## src/rtl/video_rot_ram_port.sv

```systemverilog
// video_rot_ram_port
// Burst adapter between the rotation stage of the video pipeline and a
// single-word SDRAM client port. Write bursts (vidin_*) and read bursts
// (vidout_*) are split into individual RAM word transactions. A per-word
// ack strobe paces the pipeline. Reads win arbitration at burst boundaries.
// Bursts are never interleaved.
//
// Ports
//   clk_sys, reset_n        : system clock, asynchronous active-low reset
//   vidin_req/frame/row/col : write burst request and its position
//   vidin_d, vidin_ack      : current write word / word-consumed strobe
//   vidout_req/frame/row/col: read burst request and its position
//   vidout_d, vidout_ack    : read word / word-valid strobe
//   ram_req/we/addr/d       : word transaction towards the RAM client port
//   ram_q, ram_ack          : read data and completion of the current word
module video_rot_ram_port #(
  parameter int ADDR_WIDTH = 22,
  parameter int BASE_ADDR  = 0,
  parameter int IN_BURST   = 16,
  parameter int OUT_BURST  = 8
) (
  input  logic                  clk_sys,
  input  logic                  reset_n,
  input  logic                  vidin_req,
  input  logic                  vidin_frame,
  input  logic [9:0]            vidin_row,
  input  logic [9:0]            vidin_col,
  input  logic [15:0]           vidin_d,
  output logic                  vidin_ack,
  input  logic                  vidout_req,
  input  logic                  vidout_frame,
  input  logic [9:0]            vidout_row,
  input  logic [9:0]            vidout_col,
  output logic [15:0]           vidout_d,
  output logic                  vidout_ack,
  output logic                  ram_req,
  output logic                  ram_we,
  output logic [ADDR_WIDTH-1:0] ram_addr,
  output logic [15:0]           ram_d,
  input  logic [15:0]           ram_q,
  input  logic                  ram_ack
);

  typedef enum logic [2:0] {
    IDLE, WR_ISSUE, WR_DONE, WR_GAP, RD_ISSUE, RD_DONE, RD_GAP
  } state_t;

  // {frame,row,col} is 21 bits; the sum is formed at least that wide and
  // then truncated to the RAM address width.
  localparam int         SUM_W    = (ADDR_WIDTH > 21) ? ADDR_WIDTH : 21;
  localparam logic [9:0] IN_LAST  = 10'(IN_BURST - 1);
  localparam logic [9:0] OUT_LAST = 10'(OUT_BURST - 1);

  state_t           state_reg;
  logic [9:0]       wcnt_reg;
  logic             frame_reg;
  logic [9:0]       row_reg;
  logic [9:0]       col_reg;
  logic             in_armed_reg;
  logic             out_armed_reg;

  logic [9:0]       col_next;
  logic [SUM_W-1:0] addr_next;

  // Column wraps inside the row: the 10-bit add drops the carry on purpose.
  assign col_next  = col_reg + wcnt_reg;
  assign addr_next = SUM_W'(BASE_ADDR) + SUM_W'({frame_reg, row_reg, col_next});

  always_ff @(posedge clk_sys or negedge reset_n) begin
    if (!reset_n) begin
      state_reg     <= IDLE;
      wcnt_reg      <= '0;
      frame_reg     <= 1'b0;
      row_reg       <= '0;
      col_reg       <= '0;
      in_armed_reg  <= 1'b1;
      out_armed_reg <= 1'b1;
      ram_req       <= 1'b0;
      ram_we        <= 1'b0;
      ram_addr      <= '0;
      ram_d         <= '0;
      vidin_ack     <= 1'b0;
      vidout_ack    <= 1'b0;
      vidout_d      <= '0;
    end else begin
      // Strobes last exactly one cycle (the DONE state).
      vidin_ack  <= 1'b0;
      vidout_ack <= 1'b0;

      // A channel may start a new burst only after its req was seen low.
      if (!vidin_req)  in_armed_reg  <= 1'b1;
      if (!vidout_req) out_armed_reg <= 1'b1;

      case (state_reg)
        IDLE: begin
          if (vidout_req && out_armed_reg) begin
            state_reg <= RD_ISSUE;
            wcnt_reg  <= '0;
            frame_reg <= vidout_frame;
            row_reg   <= vidout_row;
            col_reg   <= vidout_col;
          end else if (vidin_req && in_armed_reg) begin
            state_reg <= WR_ISSUE;
            wcnt_reg  <= '0;
            frame_reg <= vidin_frame;
            row_reg   <= vidin_row;
            col_reg   <= vidin_col;
          end
        end

        // First ISSUE cycle launches the request; it then holds
        // address/data/we stable until the RAM acknowledges.
        WR_ISSUE: begin
          if (!ram_req) begin
            ram_req  <= 1'b1;
            ram_we   <= 1'b1;
            ram_d    <= vidin_d;
            ram_addr <= addr_next[ADDR_WIDTH-1:0];
          end else if (ram_ack) begin
            ram_req   <= 1'b0;
            vidin_ack <= 1'b1;
            state_reg <= WR_DONE;
          end
        end

        WR_DONE: begin
          wcnt_reg <= wcnt_reg + 10'd1;
          if (!vidin_req) begin
            state_reg <= IDLE;              // abandoned, stays armed
          end else if (wcnt_reg == IN_LAST) begin
            in_armed_reg <= 1'b0;
            state_reg    <= IDLE;
          end else begin
            state_reg <= WR_GAP;
          end
        end

        // Gives the source a cycle to present the next vidin_d.
        WR_GAP: state_reg <= WR_ISSUE;

        RD_ISSUE: begin
          if (!ram_req) begin
            ram_req  <= 1'b1;
            ram_we   <= 1'b0;
            ram_addr <= addr_next[ADDR_WIDTH-1:0];
          end else if (ram_ack) begin
            ram_req    <= 1'b0;
            vidout_d   <= ram_q;
            vidout_ack <= 1'b1;
            state_reg  <= RD_DONE;
          end
        end

        RD_DONE: begin
          wcnt_reg <= wcnt_reg + 10'd1;
          if (!vidout_req) begin
            state_reg <= IDLE;
          end else if (wcnt_reg == OUT_LAST) begin
            out_armed_reg <= 1'b0;
            state_reg     <= IDLE;
          end else begin
            state_reg <= RD_GAP;
          end
        end

        RD_GAP: state_reg <= RD_ISSUE;

        default: state_reg <= IDLE;
      endcase
    end
  end

endmodule

```

## config.mk

```make
export PLATFORM = sky130hd
export DESIGN_NAME = video_rot_ram_port
export DESIGN_NICKNAME = d
export VERILOG_FILES = /design/src/rtl/video_rot_ram_port.sv
export SDC_FILE = /design/constraint.sdc
export NUM_CORES = 1
export LEC_CHECK = 0
export ABC_AREA = 1
export CORE_MARGIN = 3
export CORE_UTILIZATION = 35
export CTS_BUF_LIST = sky130_fd_sc_hd__clkbuf_2 sky130_fd_sc_hd__clkbuf_4 sky130_fd_sc_hd__clkbuf_8
export CTS_CLUSTER_DIAMETER = 100
export DETAILED_ROUTE_END_ITERATION = 10
export PLACE_DENSITY = 0.73
export SLEW_MARGIN = 20
export SYNTH_ARGS = -nofsm -noshare
export SYNTH_HDL_FRONTEND = slang
export SYNTH_SLANG_ARGS = --single-unit
```

## constraint.sdc

```tcl
create_clock -name clk_sys -period 2.1 [get_ports clk_sys]
set_input_delay 0.315 -clock clk_sys [delete_from_list [all_inputs] [get_ports clk_sys]]
set_output_delay 0.315 -clock clk_sys [all_outputs]
set_load 0.03 [all_outputs]
```

==> results.md, run 1 <==
* Outcome: complete, no violations
* Register name with the most flops: ram_addr
* Post-synthesis register bit count at 93
* RePlAce Congestion at 0.919
* Final Hold Fails at 0
* Drt initial violations at just under 300
* Die Span Y at 119 µm
* Ratio of final minimum period to clock period at 0.892
* GR Overflow Total at 0
* # fillers at 1142
* Leak at 0.00294 µW
* I/O Buffers at 135
* Net count after synthesis at ~630
* Max reg flops at 21
* CP Data Arrival Time at about 2100 ps
* First-pass GRT wire length at 19500 µm
* Pwr/cell area at 1480 nW/µm²
* Clk buf depth at 2
* Synth Cell Area at around 4500 µm²
* Fin crit period at 1870 ps
* Syn Inst Count at 544
* Detailed-route via count at 4038
* Crit end category: flip-flop
* Achievable Freq at 534 MHz
* Fin nets at about 770
* CP startpoint kind: flip-flop
* DRC at 0
* Core ar. at between 10000 and 15000 µm²
* Largest net degree at the start of global routing at 47
* Clk pin slew, worst setup/hold paths at 100 ps
* Worst Skew at ~12 ps
* Clock sinks at 93
* Vias/cell at approximately 4.7
* Max-Cap Viols at 0
* Post-CTS setup buffers at 0
* Die area at 14200 µm²
* Number of global-route vias before repair at 3983
* Share of cells above drive strength 1 at 0.0615
* CP max FO at 5
* Post-synth cell types at 31
* Total GRT Usage at 0.167
* Critical path data required time at 2360 ps
* Initial Util at 0.365
* Top cells by area, synth: dfrtp_1, nand2_1, nand3_1, nor2_1, a31oi_1
* RSZ-0062 raised after global routing: no
* CTS buffer count at 9
* # diodes at 0
* Seq/Total Area, Yosys at 0.520
* DRT Pass-1 Iters at 4
* CTS tree: yes
* Row count at 40
* CP Class: flip-flop to flip-flop
* Largest regs: ram_addr (21), ram_d (16), vidout_d (16)
* YS warnings at 0
* Clock Latency Late Sink at 370 ps
* Post-DP HPWL at 8720 µm
* Initial antenna violation count at 0
* Final setup vio count at 0
* H-tree Lvls at 3
* Root buffer cell: clkbuf_8
* IO Count at 137
* Setup total negative slack at 0 ps
* Final wirelength at 11500 µm
* Post-route ant nets at 0
* Hold WC Path Type: primary input to async pin
* DR WL/cell at approximately 14 µm
* Avg Inst Size Synth at 8.23 µm²
* R2R cell count at 9
* Post-synth top area cell: dfrtp_1
* VDD IR max at 0.454 mV
* Die width at 119 µm
* Slew Viols, Final at 0
* Syn-to-layout area delta at 38.7%
* Top-area cell type share of the netlist area at 0.509
* Fin util at 0.506
routing by layer:
layer  wire length, µm  GRT usage  up-vias
met4               169     0.0536        0
li1                  -          -     2025
met3               810     0.0394       14
met2              5040      0.261      152
met5                 0          0        -
met1              5520      0.231     1847
layout make-up:
type,count,area (µm²),area share
flip-flops and latches,93,2330,0.375
multi-input cells,402,1900,0.306
repair buffers,144,1440,0.233
well taps,168,210,0.0339
clock buffers,10,138,0.0222
inverters,28,108,0.0173
clock inverters,6,77.6,0.0125
what timing repair did:
item	in CTS	in global routing
hold endpoints to repair	18	0
endpoints found under the setup margin	0	2
hold buffers	1	0
resized for setup	0	1
critical path: stages (launching register included):
cell and delay [ps]:
dfrtp_1 430, ha_1 230, inv_1 60, fa_1 400, o21ai_1 280, nand2_1 120, nand2_1 80, nand2_1 40
nand3_1 70, nand2_1 50
stage by stage:
step / power (µW) / setup slack, ps / instances / hold slack [ps] / instance area (µm²)
CTS: 9260 / 115 / 851 / 379 / 6210
detailed placement: 7950 / 128 / 834 / 230 / 5980
global route: 9890 / 55.7 / 851 / 385 / 6210
global placement: 7800 / 196 / 834 / 229 / 5980
floorplan: 6160 / 364 / 544 / 19.4 / 4480
finish: 9190 / 228 / 851 / 385 / 6210
cells by family after synthesis:
kind of cell,synth area share
xor gates and xnor gates,0.0176
DFF,0.520
AOI/OAI and AO/OA,0.0645
adders and majority gates,0.0324
buffers and inverters,0.0548
other,0.000837
and+or+nand+nor,0.310
report_power, final:
part	internal (µW)	total, µW	switching [µW]
clock network	608	1280	668
logic	1850	4830	2990
registers	2580	3080	498
total	5040	9190	4150
worst paths after layout:
path / start / to / slack (ps)
max: wcnt_reg[0] / ram_addr[8] / 230
min: reset_n / ram_d[9] / 380
max reg2reg: wcnt_reg[0] / ram_addr[8] / 230
min reg2reg: row_reg[4] / ram_addr[14] / 470
max in group asynchronous: reset_n / ram_d[2] / 1060
min in group clk_sys: row_reg[4] / ram_addr[14] / 470
placed cells by master (no fill, tap or decap), types with 3 or more instances in the layout:
| cell | instances |
|---|---|
| dfrtp_1 | 91 |
| xor2_1 | 6 |
| inv_2 | 4 |
| xnor2_1 | 3 |
| nand2_1 | 218 |
| nand3_1 | 51 |
| inv_1 | 23 |
| clkbuf_8 | 10 |
| nand4_1 | 4 |
| nand2_2 | 3 |
| a21oi_1 | 7 |
| nor2_1 | 45 |
| buf_4 | 7 |
| ha_1 | 10 |
| clkdlybuf4s50_1 | 134 |
| o21ai_0 | 16 |
| a31oi_1 | 21 |
synth_stat cells, drive strengths merged:
library cell  number
dfstp              2
a21oi              8
conb               1
nor3               2
inv               28
o221ai             1
nand4              4
fa                 1
a31oi             21
nand3             51
buf               15
clkbuf             6
nand2            223
dfrtp             91
ha                10
xnor2              3
o22ai              2
o21ai             17
xor2               6
o21a               1
nor2              49
nand3b             2
Power figures use the tool's default switching activity.
==> run 2, diff against run 1 <==
--- a/config.mk
+++ b/config.mk
@@ -8,7 +8,7 @@
 export ABC_AREA = 1
 export CORE_MARGIN = 3
 export CORE_UTILIZATION = 35
-export CTS_BUF_LIST = sky130_fd_sc_hd__clkbuf_2 sky130_fd_sc_hd__clkbuf_4 sky130_fd_sc_hd__clkbuf_8
+export CTS_BUF_LIST = sky130_fd_sc_hd__clkbuf_4
 export CTS_CLUSTER_DIAMETER = 100
 export DETAILED_ROUTE_END_ITERATION = 10
 export PLACE_DENSITY = 0.73
@@ -16,3 +16,4 @@
 export SYNTH_ARGS = -nofsm -noshare
 export SYNTH_HDL_FRONTEND = slang
 export SYNTH_SLANG_ARGS = --single-unit
+export TNS_END_PERCENT = 30
==> run 2 against run 1 <==
Compared with the run above: sequential share of layout area up 0.39 points; via count up 0.54%; flip-flop and latch count unchanged; clock skew up 6.8 ps; critical path depth down 8; register-to-register slack about the same; largest power group unchanged.
==> results.md, run 2 (synthesis gave the netlist of run 1 again) <==
* Outcome: complete, no violations (unchanged)
* Largest regs: ram_addr (21), ram_d (16), vidout_d (16) (unchanged)
* Core ar. at 12300 µm² (unchanged)
* Multi-input combinational cell area at 1900 µm² (unchanged)
* Root buffer cell: clkbuf_4 (was clkbuf_8)
* Achievable Freq at 534 MHz (about the same)
* Largest net degree at the start of global routing at 47 (unchanged)
* Fin crit period at 1870 ps (about the same)
* RSZ-0062 raised after global routing: no (unchanged)
* Slowest stage delay, CP at 700 ps (was 430 ps)
* Initial antenna violation count at 1 (was 0)
* Total GRT Usage at 0.167 (about the same)
* Ratio of final minimum period to clock period at 0.891 (was 0.892)
* Crit end category: primary output (was flip-flop)
* Syn-to-layout area delta at 37.2% (was 38.7%)
* Clock sinks at 93 (unchanged)
* Die Span Y at 119 µm (unchanged)
* Worst Skew at 18.6 ps (was 11.8 ps)
* Met3 wire length at 749 µm (was 810 µm)
* DR WL/cell at 13.5 µm (was 13.6 µm)
* CP startpoint kind: flip-flop (unchanged)
* GR Overflow Total at 0 (unchanged)
* CTS buffer count at 9 (unchanged)
* Max reg flops at 21 (unchanged)
* Clock Latency Late Sink at 460 ps (was 370 ps)
* Pwr Total at 8940 µW (was 9190 µW)
* First-pass GRT wire length at 19400 µm (was 19500 µm)
* Hold WC Path Type: primary input to async pin (unchanged)
* Final Hold Fails at 0 (unchanged)
* Setup slack, reg-to-reg at 230 ps (about the same)
* Row count at 40 (unchanged)
* Switching Share at 0.462 (was 0.452)
* Post-DP HPWL at 8720 µm (unchanged)
* H-tree Lvls at 3 (unchanged)
* RePlAce Congestion at 0.919 (unchanged)
* DRT Pass-1 Iters at 5 (was 4)
* Final wirelength at 11500 µm (about the same)
* Comb pwr share at 0.540 (was 0.526)
* Vias/cell at 4.77 (was 4.75)
* Met2 WL post-DR at 5050 µm (was 5040 µm)
* Cell Chain, Critical Path: clkdlybuf4s50_1 (was ha_1, inv_1, fa_1, o21ai_1, nand2_1, nand2_1, nand2_1, nand3_1, nand2_1)
* Wl on met1 at 5590 µm (was 5520 µm)
* Number of global-route vias before repair at 3958 (was 3983)
* Most common cell after layout, fill and taps aside: nand2_1 (unchanged)
* Highest-count cells in the layout ignoring fill and taps: nand2_1, clkdlybuf4s50_1, dfrtp_1 (unchanged)
* IO Count at 137 (unchanged)
* Register Area at 2330 µm² (unchanged)
* CTS tree: yes (unchanged)
* Clock share of power at 0.116 (was 0.139)
* CP max stage cell: clkdlybuf4s50_1 (was dfrtp_1)
* Leak at 0.00291 µW (was 0.00294 µW)
* Int Power at 4810 µW (was 5040 µW)
* Fin nets at 768 (unchanged)
* Buf/Inv on CP at 1 (unchanged)
* CP Class: flip-flop to primary output (was flip-flop to flip-flop)
* Post-route ant nets at 0 (unchanged)
* Setup total negative slack at 0 ps (unchanged)
* Die area at 14200 µm² (unchanged)
* I/O Buffers at 135 (unchanged)
* Share of cells above drive strength 1 at 0.0600 (was 0.0615)
* Switching pwr at 4130 µW (was 4150 µW)
* Die width at 119 µm (unchanged)
* CP Data Arrival Time at 1560 ps (was 2130 ps)
* Top Layer Used: met4 (unchanged)
* Register name with the most flops: ram_addr (unchanged)
* VDD IR max at 0.506 mV (was 0.454 mV)
* Final setup vio count at 0 (unchanged)
* Critical path data required time at 1780 ps (was 2360 ps)
* Initial Util at 0.365 (unchanged)
* Slew Viols, Final at 0 (unchanged)
* # placed instances at 834 (unchanged)
* Drt initial violations at 295 (unchanged)
* Clk pin slew, worst setup/hold paths at 160 ps (was 100 ps)
* CP max FO at 2 (was 5)
* DRC at 0 (unchanged)
* # fillers at 1157 (was 1142)
* Max-Cap Viols at 0 (unchanged)
* CP Depth at 1 (was 9)
* Clk buf depth at 2 (unchanged)
* Flop pwr share at 0.344 (was 0.335)
* Pwr/cell area at 1450 nW/µm² (was 1480 nW/µm²)
* Detailed-route via count at 4060 (was 4038)
* Final cell count without fillers at 852 (was 851)
* R2R cell count at 9 (unchanged)
* Post-CTS setup buffers at 0 (unchanged)
* CP top delay family: buffers and inverters (was adder cells)
-- run 2: layer usage --
metal | vias to the layer above | GRT usage
met5 | - | 0
met2 | 152 | 0.258
met1 | 1868 | 0.232
li1 | 2030 | -
met4 | 0 | 0.0536
met3 | 10 | 0.0413
-- run 2: area by class of cell --
class | instances | area share
inverters | 28 | 0.0175
multi-input cells | 402 | 0.310
repair buffers | 144 | 0.235
clock inverters | 7 | 0.0132
clock buffers | 9 | 0.0110
well taps | 168 | 0.0342
diodes | 1 | 0.000407
flip-flops and latches | 93 | 0.379
-- run 2: per-stage QoR --
step                      setup slack (ps)  instance area, µm²  utilization  hold WS (ps)
after floorplan                        364                4480            -          19.4
after global placement                 196                5980        0.488           229
after detailed placement               128                5980        0.488           230
after CTS                              106                6140        0.501           244
after global routing                  49.4                6150        0.501           246
final                                  228                6150        0.501           274
-- run 2: worst paths after layout --
| check | start | end |
|---|---|---|
| setup / recovery | ram_addr[20] | ram_addr[20] |
| max in group asynchronous | reset_n | ram_d[1] |
| hold / removal | reset_n | ram_d[9] |
| min in group clk_sys | ram_q[12] | vidout_d[12] |
| hold reg to reg | row_reg[4] | ram_addr[14] |
| setup reg to reg | wcnt_reg[0] | ram_addr[8] |
-- run 2: power groups by stage --
stage                     logic, µW  clock network [µW]  registers [µW]
after floorplan                2150                   0            4010
after global placement         4730                   0            3070
after detailed placement       4840                   0            3110
after CTS                      4850                1080            3070
after global routing           5320                1170            3160
final                          4830                1030            3070
-- run 2: repair_timing --
item                                    CTS  global route
endpoints found under the setup margin    0             2
hold buffers                              1             0
hold endpoints to repair                 20             0
resized for setup                         0             1
==> run 3, diff against run 2 <==
--- a/config.mk
+++ b/config.mk
@@ -11,7 +11,7 @@
 export CTS_BUF_LIST = sky130_fd_sc_hd__clkbuf_4
 export CTS_CLUSTER_DIAMETER = 100
 export DETAILED_ROUTE_END_ITERATION = 10
-export PLACE_DENSITY = 0.73
+export PLACE_DENSITY = 0.66
 export SLEW_MARGIN = 20
 export SYNTH_ARGS = -nofsm -noshare
 export SYNTH_HDL_FRONTEND = slang
==> run 3 against run 2 <==
Compared with the run above: combinational power about the same; via count down 0.59%; first-iteration DRC count fell by 20%; worst hold slack better by 21 ps; sequential power about the same; sequential share of layout area is 0.12 points lower; total power grew 0.54%; flip-flop and latch count unchanged; non-clock buffer count grew 1; wire length down 0.21%; clock-buffer cell count increased by 1; global-route usage decreased by 0.43 points.
==> results.md, run 3 (synthesis gave the netlist of run 1 again) <==
* Die width at 119 µm (unchanged)
* Die area at 14200 µm² (unchanged)
* Clk buf depth at 2 (unchanged)
* I/O Buffers at 135 (unchanged)
* Largest net degree at the start of global routing at 46 (was 47)
* CTS buffer count at 9 (unchanged)
* Critical path data required time at 2450 ps (was 1780 ps)
* Leak at 0.00293 µW (was 0.00291 µW)
* Clock Latency Late Sink at 450 ps (was 460 ps)
* Register name with the most flops: ram_addr (unchanged)
* Initial antenna violation count at 1 (unchanged)
* Vias/cell at 4.73 (was 4.77)
* CP Class: flip-flop to flip-flop (was flip-flop to primary output)
* H-tree Lvls at 3 (unchanged)
* Post-route ant nets at 0 (unchanged)
* Clk pin slew, worst setup/hold paths at 150 ps (was 160 ps)
* First-pass GRT wire length at 19000 µm (was 19400 µm)
* Row count at 40 (unchanged)
* Highest-count cells in the layout ignoring fill and taps: nand2_1, clkdlybuf4s50_1, dfrtp_1 (unchanged)
* CP startpoint kind: flip-flop (unchanged)
* Worst Skew at 22.8 ps (was 18.6 ps)
* Share of cells above drive strength 1 at 0.0599 (was 0.0600)
* Die Span Y at 119 µm (unchanged)
* Achievable Freq at 532 MHz (was 534 MHz)
* Pwr/cell area at 1460 nW/µm² (was 1450 nW/µm²)
* DR WL/cell at 13.5 µm (about the same)
* R2R cell count at 9 (unchanged)
* Placed cell area at 5990 µm² (was 5980 µm²)
* Outcome: complete, no violations (unchanged)
* Root buffer cell: clkbuf_4 (unchanged)
* IO Count at 137 (unchanged)
* Drt initial violations at 237 (was 295)
* Setup slack, reg-to-reg at 220 ps (was 230 ps)
* GR Overflow Total at 0 (unchanged)
* Post-DP HPWL at 8630 µm (was 8720 µm)
* Final wirelength at 11500 µm (about the same)
* Fin util at 0.503 (was 0.501)
* CTS tree: yes (unchanged)
* CP Data Arrival Time at 2230 ps (was 1560 ps)
* Slew Viols, Final at 0 (unchanged)
* Largest regs: ram_addr (21), ram_d (16), vidout_d (16) (unchanged)
* Final setup vio count at 0 (unchanged)
* Max reg flops at 21 (unchanged)
* R2R Path Start: wcnt_reg[0] (unchanged)
* Ratio of final minimum period to clock period at 0.895 (was 0.891)
* Detailed-route via count at 4036 (was 4060)
* Crit Reg-Reg Endpoint: ram_addr[8] (unchanged)
* Fin nets at 769 (was 768)
* DRC at 0 (unchanged)
* Number of global-route vias before repair at 3827 (was 3958)
* Setup total negative slack at 0 ps (unchanged)
* Syn-to-layout area delta at 37.7% (was 37.2%)
* Core ar. at 12300 µm² (unchanged)
* RePlAce Congestion at 0.961 (was 0.919)
* Max-Cap Viols at 0 (unchanged)
* # fillers at 1176 (was 1157)
* # placed instances at 835 (was 834)
* Fin crit period at 1880 ps (was 1870 ps)
* Clock sinks at 93 (unchanged)
* Final Hold Fails at 0 (unchanged)
* Final cell count without fillers at 853 (was 852)
* DRT Pass-1 Iters at 5 (unchanged)
* Cell area after layout at 6160 µm² (was 6150 µm²)
* Initial Util at 0.365 (unchanged)
* RSZ-0062 raised after global routing: no (unchanged)
* Total GRT Usage at 0.163 (was 0.167)
* Hold WC Path Type: primary input to async pin (unchanged)
* Crit end category: flip-flop (was primary output)
* CP max FO at 5 (was 2)
* Most common cell after layout, fill and taps aside: nand2_1 (unchanged)
* VDD IR max at 0.478 mV (was 0.506 mV)
-- run 3: routing by layer --
metal,vias to the layer above,share of wire,global-route usage
met4,0,0.0096,0.0456
met1,1872,0.48,0.230
met2,131,0.44,0.245
li1,2024,-,-
met5,-,0,0
met3,9,0.065,0.0461
-- run 3: layout make-up --
cell class,instances,area [µm²],area share
flip-flops and latches,93,2330,0.378
clock buffers,10,75.1,0.0122
multi-input cells,402,1900,0.309
clock inverters,6,85.1,0.0138
inverters,28,108,0.0175
diodes,1,2.50,0.000406
repair buffers,145,1450,0.235
well taps,168,210,0.0341
-- run 3: critical path, stage by stage (launching register included) --
cell and delay (ps):
dfrtp_1 440, ha_1 220, inv_1 70, fa_1 410, o21ai_1 290, nand2_1 110, nand2_1 80, nand2_1 40
nand3_1 60, nand2_1 50
-- run 3: report_power, final --
group          internal [µW]  total (µW)  switching, µW
Sequential              2580        3060            481
Combinational           1850        4830           2980
Clock                    496        1100            600
-- run 3: how the worst max path moves through the flow --
stage | end | from | slack (ps)
2_1_floorplan | ram_addr[8] | wcnt_reg[0] | 360
3_3_place_gp | ram_addr[8] | wcnt_reg[0] | 190
3_5_place_dp | ram_addr[8] | wcnt_reg[0] | 110
4_1_cts | ram_addr[8] | wcnt_reg[0] | 80
5_1_grt | ram_addr[6] | wcnt_reg[0] | 30
6_report | ram_addr[8] | wcnt_reg[0] | 220
-- run 3: repair_timing --
item	CTS	global route
hold endpoints to repair	24	0
hold buffers	1	0
gates resized for setup	0	1
buffers inserted	0	0
setup endpoints to repair	0	2
-- run 3: through the flow --
step | power, µW | hold WS (ps) | setup slack [ps]
final | 8980 | 295 | 220
after global routing | 9660 | 284 | 33.4
after CTS | 9070 | 279 | 81.0
after detailed placement | 7960 | 248 | 107
after global placement | 7830 | 245 | 191
after floorplan | 6160 | 19.4 | 364
